<file path="src/rtl/regfile_dump_reader_if.sv">
// Bus bundle between the dump reader, the register-file read port and the consumer.
// The master modport is the reader side; slave is the register file plus consumer side.
interface regfile_dump_reader_if #(
  parameter int W = 8,
  parameter int D = 3
);
  logic         START;
  logic [D-1:0] FIRST;
  logic [D:0]   COUNT;
  logic         ABORT;
  logic [D-1:0] RD_ADDR;
  logic [W-1:0] RD_DATA;
  logic         OUT_VALID;
  logic         OUT_READY;
  logic [D-1:0] OUT_ADDR;
  logic [W-1:0] OUT_DATA;
  logic         OUT_LAST;
  logic         BUSY;
  logic         DONE;

  modport master (
    input  START, FIRST, COUNT, ABORT, RD_DATA, OUT_READY,
    output RD_ADDR, OUT_VALID, OUT_ADDR, OUT_DATA, OUT_LAST, BUSY, DONE
  );

  modport slave (
    output START, FIRST, COUNT, ABORT, RD_DATA, OUT_READY,
    input  RD_ADDR, OUT_VALID, OUT_ADDR, OUT_DATA, OUT_LAST, BUSY, DONE
  );
endinterface

</file>
<file path="src/rtl/regfile_dump_reader.sv">
// Walks a contiguous, wrapping range of register-file entries through a spare
// combinational read port and streams (address, value) beats over valid/ready.
module regfile_dump_reader #(
  parameter int W = 8,
  parameter int D = 3
) (
  input  logic                  CLK,
  input  logic                  RESET,
  regfile_dump_reader_if.master bus
);

  typedef enum logic [1:0] {IDLE, RUN, DRAIN, FIN} state_e;

  localparam logic [D:0] REM_ONE = {{D{1'b0}}, 1'b1};

  state_e       state_q, state_d;
  logic [D-1:0] idx_q, idx_d;
  logic [D:0]   rem_q, rem_d;
  logic [D-1:0] rd_hold_q, rd_hold_d;
  logic [D-1:0] out_addr_q, out_addr_d;
  logic [W-1:0] out_data_q, out_data_d;
  logic         out_valid_q, out_valid_d;
  logic         out_last_q, out_last_d;
  logic         xfer;
  logic         fetch;

  assign xfer = out_valid_q && bus.OUT_READY;

  // NOTE: every variable gets its default before the case so no path can infer a latch.
  always_comb begin
    state_d     = state_q;
    idx_d       = idx_q;
    rem_d       = rem_q;
    rd_hold_d   = rd_hold_q;
    out_addr_d  = out_addr_q;
    out_data_d  = out_data_q;
    out_valid_d = out_valid_q;
    out_last_d  = out_last_q;
    fetch       = 1'b0;

    unique case (state_q)
      IDLE: begin
        if (bus.START) begin
          if (bus.COUNT != '0) begin
            idx_d   = bus.FIRST;
            rem_d   = bus.COUNT;
            state_d = RUN;
          end else begin
            state_d = FIN;
          end
        end
      end

      RUN: begin
        rd_hold_d = idx_q;
        if (bus.ABORT) begin
          out_valid_d = 1'b0;
          out_last_d  = 1'b0;
          state_d     = IDLE;
        end else begin
          if (xfer) out_valid_d = 1'b0;
          // A free or draining output slot lets the current entry be captured this cycle.
          fetch = !out_valid_q || bus.OUT_READY;
          if (fetch) begin
            out_data_d  = bus.RD_DATA;
            out_addr_d  = idx_q;
            out_valid_d = 1'b1;
            out_last_d  = (rem_q == REM_ONE);
            idx_d       = idx_q + 1'b1;
            if (rem_q != '0) rem_d = rem_q - 1'b1;
            if (rem_q == REM_ONE) state_d = DRAIN;
          end
        end
      end

      DRAIN: begin
        if (bus.ABORT) begin
          out_valid_d = 1'b0;
          out_last_d  = 1'b0;
          state_d     = IDLE;
        end else if (xfer && out_last_q) begin
          out_valid_d = 1'b0;
          out_last_d  = 1'b0;
          state_d     = FIN;
        end
      end

      FIN: state_d = IDLE;

      default: state_d = IDLE;
    endcase
  end

  // NOTE: sequential state uses non-blocking assignments only, so every flop samples pre-edge values.
  always_ff @(posedge CLK or negedge RESET) begin
    if (!RESET) begin
      state_q     <= IDLE;
      idx_q       <= '0;
      rem_q       <= '0;
      rd_hold_q   <= '0;
      out_addr_q  <= '0;
      out_data_q  <= '0;
      out_valid_q <= 1'b0;
      out_last_q  <= 1'b0;
    end else begin
      state_q     <= state_d;
      idx_q       <= idx_d;
      rem_q       <= rem_d;
      rd_hold_q   <= rd_hold_d;
      out_addr_q  <= out_addr_d;
      out_data_q  <= out_data_d;
      out_valid_q <= out_valid_d;
      out_last_q  <= out_last_d;
    end
  end

  // The read port follows idx while running and parks on the last address otherwise.
  assign bus.RD_ADDR   = (state_q == RUN) ? idx_q : rd_hold_q;
  assign bus.OUT_VALID = out_valid_q;
  assign bus.OUT_ADDR  = out_addr_q;
  assign bus.OUT_DATA  = out_data_q;
  assign bus.OUT_LAST  = out_last_q;
  assign bus.BUSY      = (state_q != IDLE);
  assign bus.DONE      = (state_q == FIN);

endmodule

</file>
<file path="src/flat_wrapper.sv">
// flat-port wrapper written by rule: the top's interface ports become plain ports
module regfile_dump_reader_flat 
#(
  parameter int W = 8,
  parameter int D = 3
)
  (CLK, RESET, bus_START, bus_FIRST, bus_COUNT, bus_ABORT, bus_RD_DATA, bus_OUT_READY, bus_RD_ADDR, bus_OUT_VALID, bus_OUT_ADDR, bus_OUT_DATA, bus_OUT_LAST, bus_BUSY, bus_DONE);
  regfile_dump_reader_if #(.W(W), .D(D)) bus_i ();
  input  logic CLK;
  input  logic RESET;
  input wire logic [$bits(bus_i.START)-1:0] bus_START;
  input wire logic [$bits(bus_i.FIRST)-1:0] bus_FIRST;
  input wire logic [$bits(bus_i.COUNT)-1:0] bus_COUNT;
  input wire logic [$bits(bus_i.ABORT)-1:0] bus_ABORT;
  input wire logic [$bits(bus_i.RD_DATA)-1:0] bus_RD_DATA;
  input wire logic [$bits(bus_i.OUT_READY)-1:0] bus_OUT_READY;
  output wire logic [$bits(bus_i.RD_ADDR)-1:0] bus_RD_ADDR;
  output wire logic [$bits(bus_i.OUT_VALID)-1:0] bus_OUT_VALID;
  output wire logic [$bits(bus_i.OUT_ADDR)-1:0] bus_OUT_ADDR;
  output wire logic [$bits(bus_i.OUT_DATA)-1:0] bus_OUT_DATA;
  output wire logic [$bits(bus_i.OUT_LAST)-1:0] bus_OUT_LAST;
  output wire logic [$bits(bus_i.BUSY)-1:0] bus_BUSY;
  output wire logic [$bits(bus_i.DONE)-1:0] bus_DONE;
  assign bus_i.START = bus_START;
  assign bus_i.FIRST = bus_FIRST;
  assign bus_i.COUNT = bus_COUNT;
  assign bus_i.ABORT = bus_ABORT;
  assign bus_i.RD_DATA = bus_RD_DATA;
  assign bus_i.OUT_READY = bus_OUT_READY;
  assign bus_RD_ADDR = bus_i.RD_ADDR;
  assign bus_OUT_VALID = bus_i.OUT_VALID;
  assign bus_OUT_ADDR = bus_i.OUT_ADDR;
  assign bus_OUT_DATA = bus_i.OUT_DATA;
  assign bus_OUT_LAST = bus_i.OUT_LAST;
  assign bus_BUSY = bus_i.BUSY;
  assign bus_DONE = bus_i.DONE;
  regfile_dump_reader #(.W(W), .D(D)) u_core (.CLK(CLK), .RESET(RESET), .bus(bus_i));
endmodule
</file>
<file path="config.mk">
export PLATFORM = sky130hd
export DESIGN_NAME = regfile_dump_reader_flat
export DESIGN_NICKNAME = d
export VERILOG_FILES = /design/src/rtl/regfile_dump_reader_if.sv /design/src/rtl/regfile_dump_reader.sv /design/src/flat_wrapper.sv
export SDC_FILE = /design/constraint.sdc
export NUM_CORES = 1
export LEC_CHECK = 0
export ABC_AREA = 0
export BUFFER_PORTS_ARGS = -buffer_cell sky130_fd_sc_hd__buf_2
export CAP_MARGIN = 0
export CORE_UTILIZATION = 51
export CTS_BUF_LIST = sky130_fd_sc_hd__clkbuf_16
export DETAILED_ROUTE_END_ITERATION = 16
export PLACE_DENSITY = 0.78
export RECOVER_POWER = 50
export SYNTH_ARGS = -nofsm -noshare
export SYNTH_HDL_FRONTEND = slang
export SYNTH_SLANG_ARGS = --single-unit
</file>
<file path="constraint.sdc">
create_clock -name CLK -period 2.4 [get_ports CLK]
set_input_delay 0.24 -clock CLK [delete_from_list [all_inputs] [get_ports CLK]]
set_output_delay 0.24 -clock CLK [all_outputs]
set_load 0.01 [all_outputs]
</file>
Word-level counts from Yosys, hierarchy flattened
Cells that the tools add are included.
W data, S select, Z words.
{ "word_totals": {"ramBits": 0, "rom_bits": 0, "latch_bits": 0, "in_bits": 20, "word_cells": 69, "mem_count": 0, "ff_bits": 25} }
{ "classes": {"n_shift": 0, "reduce_logical": 16, "n_div": 0, "n_lt_le_gt_ge": 0, "mux": 29, "n_mul": 0, "n_eq_ne": 13, "n_addsub": 2, "n_bitwise": 1} }
{ "ops": {"columns": ["op", "n"], "rows": [
  ["$mux W4", 5],
  ["$mux W3", 5],
  ["$mux W2", 7],
  ["$ne A3 B2 Y1 const B", 3],
  ["$reduce_and A3 Y1", 3],
  ["$pmux W2 S4", 1],
  ["$pmux W4 S2", 1],
  ["$reduce_bool A4 Y1", 2],
  ["$mux W1", 7],
  ["$ne A2 B1 Y1 const B", 3],
  ["$pmux W3 S2", 1],
  ["$reduce_and A6 Y1", 1],
  ["$reduce_bool A2 Y1", 3],
  ["$reduce_and A5 Y1", 1],
  ["$eq A2 B2 Y1 const B", 2],
  ["$eq A4 B1 Y1 const B", 1],
  ["$ne A2 B2 Y1 const B", 2],
  ["$ne A4 B2 Y1 const B", 1],
  ["$pmux W1 S2", 2],
  ["$reduce_and A4 Y1", 1],
  ["$sub A4 B1 Y4 const B", 1],
  ["$add A3 B1 Y3 const B", 1],
  ["$eq A2 B1 Y1 const B", 1],
  ["$logic_and A1 B1 Y1", 2],
  ["4 further kinds", 4]
]} }

Logic depth before layout (Yosys ltp)
Gate-level depths: netlist of run 1.
{ "logic_depth": {"word_depth": 5, "mapped_depth": 7, "mapped_depth_nobuf": 6} }

Worst setup path before layout of run 1
Ideal clock, no wire load.
{ "synth_path": {"path_kind": "reg2reg", "start": "register u_core.state_q[1]", "end": "register u_core.rem_q[2]", "setup_ps": 135, "path_buffers": 1, "arrival_ps": 1650, "path_slack_ps": 615, "path_stages_with_launch": 8, "synth_period_minus_slack_ps": 1785, "path_cell_list": "dfrtp_1 > inv_1 > ha_1 > buf_6 > nand2b_4 > a221oi_4 > and2_4 > o211ai_1"} }
{ "synth_between": {"elab_chain_cells": 3} }
{ "synth_rtl": {"columns": ["element", "line", "rtl"], "rows": [
  ["from (decl)", "regfile_dump_reader.sv:16", "state_e state_q, state_d;"],
  ["from (signal assigned)", "regfile_dump_reader.sv:106", "state_q <= state_d;"],
  ["$eq A2 B1 Y1 / $logic_not A2 Y1 (equally long branches)", "regfile_dump_reader.sv:41", "unique case (state_q)"],
  ["$ne A2 B1 Y1 (no source line) (tied with other cells)", null, null],
  ["$reduce_and A6 Y1 (no source line)", null, null],
  ["to (signal assigned)", "regfile_dump_reader.sv:108", "rem_q <= rem_d;"],
  ["to (decl)", "regfile_dump_reader.sv:18", "logic [D:0] rem_q, rem_d;"]
]} }
Parallel ways exist; a longest one is shown, timed or not.
A chain may end at the register's enable or synchronous reset.

Final worst setup path of run 1
{ "layout_path": {"start": "register u_core.state_q[1]", "end": "register u_core.rem_q[3]"} }
Same word-level chain as after synthesis.

==> results.cfg, run 1 <==
[yosys]
seq_area_frac_synth = 0.452
synth_top_area_cell = dfrtp_1
syn_area_per_cell_sq_um = 11.4
synthesis.nets = 151
synth.distinct_cells = 36
synth-seq-cells = 25
synth_top_area_share = 0.452
synth_area_sq_um = 1380
synth.area.top_cells = dfrtp_1 45%, mux2_2 11%, ha_1 9.0%, inv_1 3.3%, mux2i_1 2.9%
syn_inst = 121
ys.warnings.count = 0

[sta]
fin_crit_ns = 2.16
drv_slew = 0
hold_viol_final = 0
finalClockSkew_ns = 0.00240
hold_slack_ns = 0.215
tightest_slew_ns = 1.30
setup_violations = 0
maxSlewHeadroom = 0.133
setup_tns_ns = 0
max_freq_ghz = 0.462
rsz0062_at_grt = false
post-route-period-util = 0.902

[global_route]
antenna_found_initial = 0
grt_first_pass_wirelength_mm = 4.63
grt_start_max_net_pins = 26
grt_pass1_vias = 1057
grt_overflow = 0
track_usage = 0.226

[drt]
detail-route-antenna-nets = 0
drcViolationCount = 0
drtIter0Drc = 26
wl_per_cell_um = 15.7
vias_per_cell = 5.56
wirelength_mm = 2.99
dr_total_vias = 1062
drtPass1Iterations = 5

[power]
cellPowerDensity_nw_per_um2 = 1410
peakVddDrop_mv = 0.977
p_leak_nw = 0.786

[cells_and_area]
diodes = 0
final_util = 0.659
fill_cells = 212
drive_gt1_frac = 0.329
area_delta_synth_final_pct = 20.2
nets = 192
post-route-cell-area_sq_um = 1660

[place]
placed_area_sq_um = 1590
port_buffers = 37
place_congestion = 0.822
place_hpwl_mm = 2.33

[floorplan]
coreArea_sq_um = 2520
die_area_sq_um = 2930
die_y_um = 54.1
die_width_um = 54.1
start_util = 0.549
ios = 38
rows = 18

[worst_setup_path]
worstSetupPathType = reg -> reg
end_kind = flip-flop
cp.required_ns = 2.52
worstSetupStartpointType = flip-flop
crit_arrival_ns = 2.28
path_max_fanout = 11

[clocking]
cts-root-to-sink-buffers = 2
cts.sinks = 25
clockRootBuffer = clkbuf_16
postCtsSetupBuffers = 0
cts_made_buffers = 3
worstSkewPairLatency_ns = 0.25
cts_tree = built
htree_levels = 1
clk_pin_slew_worst_paths_ns = 0.06

[status]
status = completed

[run]
max_cap_violations = 0

[hold_path]
hold_path.class = in -> reg
[where the power goes]
part | leakage (nW) | internal (mW) | total, mW | switching, mW
registers | 0.294 | 0.636 | 0.783 | 0.146
logic | 0.449 | 0.566 | 1.21 | 0.647
clock network | 0.0423 | 0.222 | 0.353 | 0.130
total | 0.786 | 1.43 | 2.35 | 0.923
[layout by cell type (no fill, tap or decap), types with 2 or more instances in the layout]
cell | netlist | layout
o22ai_1 | 2 | 2
nor3_1 | 3 | 3
a41oi_1 | 2 | 2
nor3b_1 | 2 | 2
mux2_2 | 14 | 14
a21oi_1 | 5 | 5
clkbuf_1 | 0 | 10
nand2_1 | 7 | 7
and3_2 | 3 | 3
o21ai_0 | 3 | 3
mux2i_1 | 4 | 4
ha_1 | 10 | 10
o211ai_1 | 3 | 3
dfrtp_1 | 25 | 25
clkbuf_16 | 0 | 3
inv_1 | 12 | 13
nand3_1 | 2 | 2
nor2_1 | 3 | 3
buf_2 | 1 | 27
[worst max-delay path: stages (launching register included)]
cell and delay [ns]:
dfrtp_1 0.41, inv_1 0.15, ha_1 0.39, nand2b_1 0.20, a221oi_4 0.51, and2_4 0.27, o211ai_1 0.09
[cell usage after synthesis]
cell type / n
dfrtp_1: 25
mux2_2: 14
inv_1: 12
ha_1: 10
nand2_1: 7
a21oi_1: 5
mux2i_1: 4
and3_2: 3
nor2_1: 3
nor3_1: 3
o211ai_1: 3
o21ai_0: 3
a41oi_1: 2
buf_6: 2
nand3_1: 2
nor3b_1: 2
o22ai_1: 2
a221oi_4: 1
a22o_1: 1
a2bb2oi_1: 1
a2bb2oi_2: 1
a31oi_1: 1
a32o_1: 1
and2_4: 1
and2b_1: 1
buf_2: 1
nand2b_1: 1
nand2b_4: 1
nand3b_1: 1
nand4_1: 1
nor2b_1: 1
nor4_1: 1
o21ba_2: 1
o31a_1: 1
o31ai_1: 1
or3_1: 1
[cell type report]
class	instances	area (sq um)	share of cell area
timing repair buffer	39	190	0.114
sequential	25	626	0.376
clock buffer	3	75.1	0.0451
tap	30	37.5	0.0226
clock inverter	1	3.75	0.00226
inverter	12	45.0	0.0271
multi-input combinational	81	686	0.412
[per-stage QoR]
| stage | std cells | power, mW | setup WS [ns] |
|---|---|---|---|
| floorplan | 121 | 1.67 | 0.615 |
| global placement | 186 | 1.94 | 0.396 |
| detailed placement | 186 | 2.02 | 0.256 |
| CTS | 191 | 2.38 | 0.247 |
| global route | 191 | 2.53 | 0.124 |
| finish | 191 | 2.35 | 0.235 |
[sequential cells by signal, summed over array words and instances, names as in the netlist]
signal and cells:
u_core.idx_q 3, u_core.bus.OUT_VALID 1, u_core.bus.OUT_ADDR 3, u_core.rem_q 4
u_core.bus.OUT_LAST 1, u_core.rd_hold_q 3, u_core.state_q 2, u_core.bus.OUT_DATA 8
[path summary, 6_finish.rpt]
kind	from	end	slack, ns	cells past startpoint
max	u_core.state_q[1]	u_core.rem_q[3]	0.24	6
min	bus_RD_DATA[5]	u_core.bus.OUT_DATA[5]	0.21	2
max reg2reg	u_core.state_q[1]	u_core.rem_q[3]	0.24	6
min reg2reg	u_core.rd_hold_q[1]	u_core.rd_hold_q[1]	0.50	1
max in group asynchronous	RESET	u_core.bus.OUT_DATA[0]	0.84	2
min in group asynchronous	RESET	u_core.rem_q[0]	0.79	2
[logic make-up after synthesis]
family          Yosys count  share of synthesized area
compound gates           24                      0.140
fa+ha+maj                10                     0.0904
buf+inv                  15                     0.0524
flops                    25                      0.452
mux                      18                      0.143
simple gates             29                      0.122
[metal layers]
layer / up-vias / part of all wire / GRT usage
met5: - / 0 / 0
met4: 0 / 0.027 / 0.115
met3: 8 / 0.046 / 0.0537
met2: 37 / 0.52 / 0.395
met1: 502 / 0.41 / 0.254
li1: 515 / - / -
[what timing repair did]
item                                    in CTS  in global routing
hold buffers                                 1                  0
hold endpoints to repair                    25                  0
resized for setup                            0                  0
endpoints found under the setup margin       0                  0
No activity file was read; power rests on OpenSTA's default activity.
==> inputs of run 2 (changes only) <==
--- a/constraint.sdc
+++ b/constraint.sdc
@@ -3,2 +3,2 @@
 set_output_delay 0.24 -clock CLK [all_outputs]
-set_load 0.01 [all_outputs]
+set_load 0.1 [all_outputs]
==> results.cfg, run 2 (same netlist as run 1, synthesis figures left out) <==
[global_route]
grt_first_pass_wirelength_mm = 4.26
track_usage = 0.212
antenna_found_initial = 0
grt_start_max_net_pins = 26
grt_pass1_vias = 980
grt_overflow = 0

[sta]
finalClockSkew_ns = 0.00167
drv_slew = 0
rsz0062_at_grt = false
fin_crit_ns = 2.17
tightest_slew_ns = 1.30
hold_viol_final = 0
post-route-period-util = 0.905
setup_tns_ns = 0
setup_violations = 0
maxSlewHeadroom = 0.133
hold_slack_ns = 0.205
max_freq_ghz = 0.460

[cells_and_area]
layout_commonest_cell = buf_2
nets = 192
diodes = 0
area_delta_synth_final_pct = 20.7
largest_reg_flops = 8
drive_gt1_frac = 0.342
final_cell_mix = 27 x buf_2, 25 x dfrtp_1, 14 x mux2_2, 12 x inv_1

[drt]
vias_per_cell = 5.61
drtIter0Drc = 16
wl_met2_mm = 1.39
dr_total_vias = 1071
wl_per_cell_um = 15.3
drtPass1Iterations = 4
detail-route-antenna-nets = 0
drt-met1-wl_mm = 1.32
top_layer = met4
met3_length_um = 169
drcViolationCount = 0
wirelength_mm = 2.93

[clocking]
cts-root-to-sink-buffers = 2
cts_tree = built
clk_pin_slew_worst_paths_ns = 0.06
clockRootBuffer = clkbuf_16
postCtsSetupBuffers = 0
hold_buffers = 1
cts.sinks = 25
post_cts_resized = 0
worstSkewPairLatency_ns = 0.26
htree_levels = 1
cts_made_buffers = 3

[status]
status = completed

[worst_setup_path]
path_buf_inv = 1
worstSetupStartpointType = flip-flop
slowest_stage = a221oi_4
r2r_end = u_core.rem_q[2]
crit_arrival_ns = 2.31
r2r_slack_ns = 0.23
cp_cell_sequence = inv_1, ha_1, nand2b_1, a221oi_4, and2_4, o211ai_1
worstSetupPathType = reg -> reg
path_max_fanout = 11
r2r-start = u_core.state_q[1]
cp_top_family = compound AO/OA/AOI/OAI gates
reg2regPathDepth = 6
cp.required_ns = 2.54
end_kind = flip-flop
slowest_delay_ns = 0.52

[place]
place_congestion = 0.803
place_hpwl_mm = 2.13
port_buffers = 37

[run]
max_cap_violations = 0

[floorplan]
die_y_um = 54.1
coreArea_sq_um = 2520
ios = 38
die_area_sq_um = 2930
start_util = 0.549
die_width_um = 54.1
rows = 18

[hold_path]
min_to = u_core.bus.OUT_DATA[4]
holdCritStartpoint = bus_RD_DATA[4]
hold_path.class = in -> reg
min_path_cells = 2
run 2: cell count changes in the layout (fill, tap and decap cells not counted), sizes merged:
cell / delta
clkinvlp: +1
inv: -1
run 2: routing by layer:
layer,vias up,GRT usage
met2,40,0.335
met1,510,0.264
met4,0,0.128
met5,-,0
li1,515,-
met3,6,0.0424
run 2: cell type report:
type	count	area, sq um
Multi-Input combinational cell	81	689
Sequential cell	25	626
Inverter	12	45.0
Tap cell	30	37.5
Clock buffer	3	75.1
Clock inverter	1	7.51
Fill cell	201	852
Timing Repair Buffer	39	190
run 2: worst max-delay path by stage:
stage                       from           endpoint  slack [ns]  depth (start not counted)
2_1_floorplan  u_core.state_q[0]  u_core.state_q[1]        0.14                          6
3_3_place_gp   u_core.state_q[1]    u_core.rem_q[3]        0.40                          6
3_5_place_dp   u_core.state_q[1]    u_core.rem_q[2]        0.26                          6
4_1_cts        u_core.state_q[1]     bus_RD_ADDR[2]        0.24                          4
5_1_grt        u_core.state_q[1]    u_core.rem_q[3]        0.05                          6
6_report       u_core.state_q[1]    u_core.rem_q[2]        0.23                          6
run 2: per-stage QoR:
step	util	cell area (sq um)	setup WS (ns)	cells
5_1_grt	0.662	1670	0.0524	191
4_1_cts	0.667	1680	0.243	191
2_1_floorplan	-	1390	0.138	121
6_report	0.662	1670	0.228	191
3_5_place_dp	0.630	1590	0.255	186
3_3_place_gp	0.630	1590	0.396	186
Power of run 2 is not shown: default switching activity piles up to over one toggle a cycle in this logic, so the estimate is an artifact.
==> inputs of run 3 (changes only) <==
Settings changed: CORE_UTILIZATION 51 to 55, PLACE_DENSITY 0.78 to 0.83.
Clock period 2.4 ns to 2.5 ns, I/O delays scaled along.
==> results.cfg, run 3 (same netlist as run 1, synthesis figures left out) <==
[place]
place_hpwl_mm = 2.35
place_congestion = 0.812
placed_area_sq_um = 1580
port_buffers = 37

[cells_and_area]
nets = 192
drive_gt1_frac = 0.335
diodes = 0
area_delta_synth_final_pct = 20.3
layout_commonest_cell = buf_2
post-route-cell-area_sq_um = 1660
largest_reg_flops = 8
final_cell_mix = 27 x buf_2, 25 x dfrtp_1, 14 x mux2_2, 12 x inv_1

[sta]
maxSlewHeadroom = 0.0986
tightest_slew_ns = 1.35
fin_crit_ns = 2.19
rsz0062_at_grt = false
finalClockSkew_ns = 0.00342
hold_slack_ns = 0.221
post-route-period-util = 0.876
max_freq_ghz = 0.457
drv_slew = 0
setup_violations = 0
hold_viol_final = 0
setup_tns_ns = 0

[global_route]
met2_usage = 0.506
track_usage = 0.257
grt_pass1_vias = 1123
grt_first_pass_wirelength_mm = 5.02
antenna_found_initial = 0
grt_start_max_net_pins = 26
grt.busiest_layer = met2
grt_overflow = 0
grt_use_met3 = 0.0263
grtUsageMet1 = 0.298

[drt]
drcViolationCount = 0
wirelength_mm = 3.18
dr_total_vias = 1089
drtIter0Drc = 19
detail-route-antenna-nets = 0
wl_per_cell_um = 16.8
drtPass1Iterations = 4
vias_per_cell = 5.76

[floorplan]
coreArea_sq_um = 2300
die_area_sq_um = 2720
ios = 38
rows = 17
start_util = 0.602
die_width_um = 52.2
die_y_um = 52.2

[clocking]
htree_levels = 1
post_cts_resized = 0
clk_pin_slew_worst_paths_ns = 0.07
cts_made_buffers = 3
clockRootBuffer = clkbuf_16
worstSkewPairLatency_ns = 0.26
cts.sinks = 25
cts_tree = built
cts-root-to-sink-buffers = 2

[worst_setup_path]
worstSetupPathType = reg -> reg
crit_arrival_ns = 2.32
reg2regPathDepth = 6
r2r_end = u_core.rem_q[3]
path_max_fanout = 11
end_kind = flip-flop
r2r_slack_ns = 0.31
r2r-start = u_core.state_q[1]
worstSetupStartpointType = flip-flop
cp.required_ns = 2.63

[hold_path]
holdCritStartpoint = bus_RD_DATA[5]
hold_path.class = in -> reg
min_path_cells = 2
min_to = u_core.bus.OUT_DATA[5]

[run]
max_cap_violations = 0

[status]
status = completed
run 3: cell count changes in the layout (fill, tap and decap cells not counted):
cell	delta
o21ai_1	+1
o21ai_2	-1
run 3: worst max-delay path by stage:
stage                            startpoint                   to  slack, ns  depth (start not counted)
after floorplan           u_core.state_q[1]  u_core.rd_hold_q[0]       0.08                          4
after global placement    u_core.state_q[1]      u_core.rem_q[3]       0.48                          6
after CTS                 u_core.state_q[1]      u_core.rem_q[3]       0.31                          6
after global routing      u_core.state_q[1]      u_core.rem_q[3]       0.16                          6
final                     u_core.state_q[1]      u_core.rem_q[3]       0.31                          6
after detailed placement  u_core.state_q[1]      u_core.rem_q[3]       0.31                          6
run 3: per-layer routing:
layer	vias to the layer above	wire length [um]
met5	-	0
met1	530	1330
met3	4	153
li1	513	-
met4	0	13
met2	42	1680
run 3: repair_timing:
| item | 4_1_cts | 5_1_grt |
|---|---|---|
| setup buffers | 0 | 0 |
| hold buffers | 1 | 0 |
| setup endpoints to repair | 0 | 0 |
| hold endpoints to repair | 25 | 0 |
run 3: worst max-delay path, cell delays in order (launching register included):
cell	delay (ns)
dfrtp_1	0.42
inv_1	0.15
ha_1	0.38
nand2b_1	0.20
a221oi_4	0.54
and2_4	0.28
o211ai_1	0.09
run 3: layout make-up:
cell class,count,area (sq um)
clock inverter,1,7.51
inverter,12,45.0
multi-input combinational,81,686
clock buffer,3,75.1
timing repair buffer,39,190
fill,166,633
sequential,25,626
tap,28,35.0
run 3: per-stage QoR:
stage | std cells | worst slack [ns] | utilization
after floorplan | 121 | 0.0834 | -
after global placement | 184 | 0.480 | 0.690
after detailed placement | 184 | 0.313 | 0.690
after CTS | 189 | 0.307 | 0.730
after global routing | 189 | 0.163 | 0.724
final | 189 | 0.310 | 0.724
Power of run 3 is left out for the same reason.
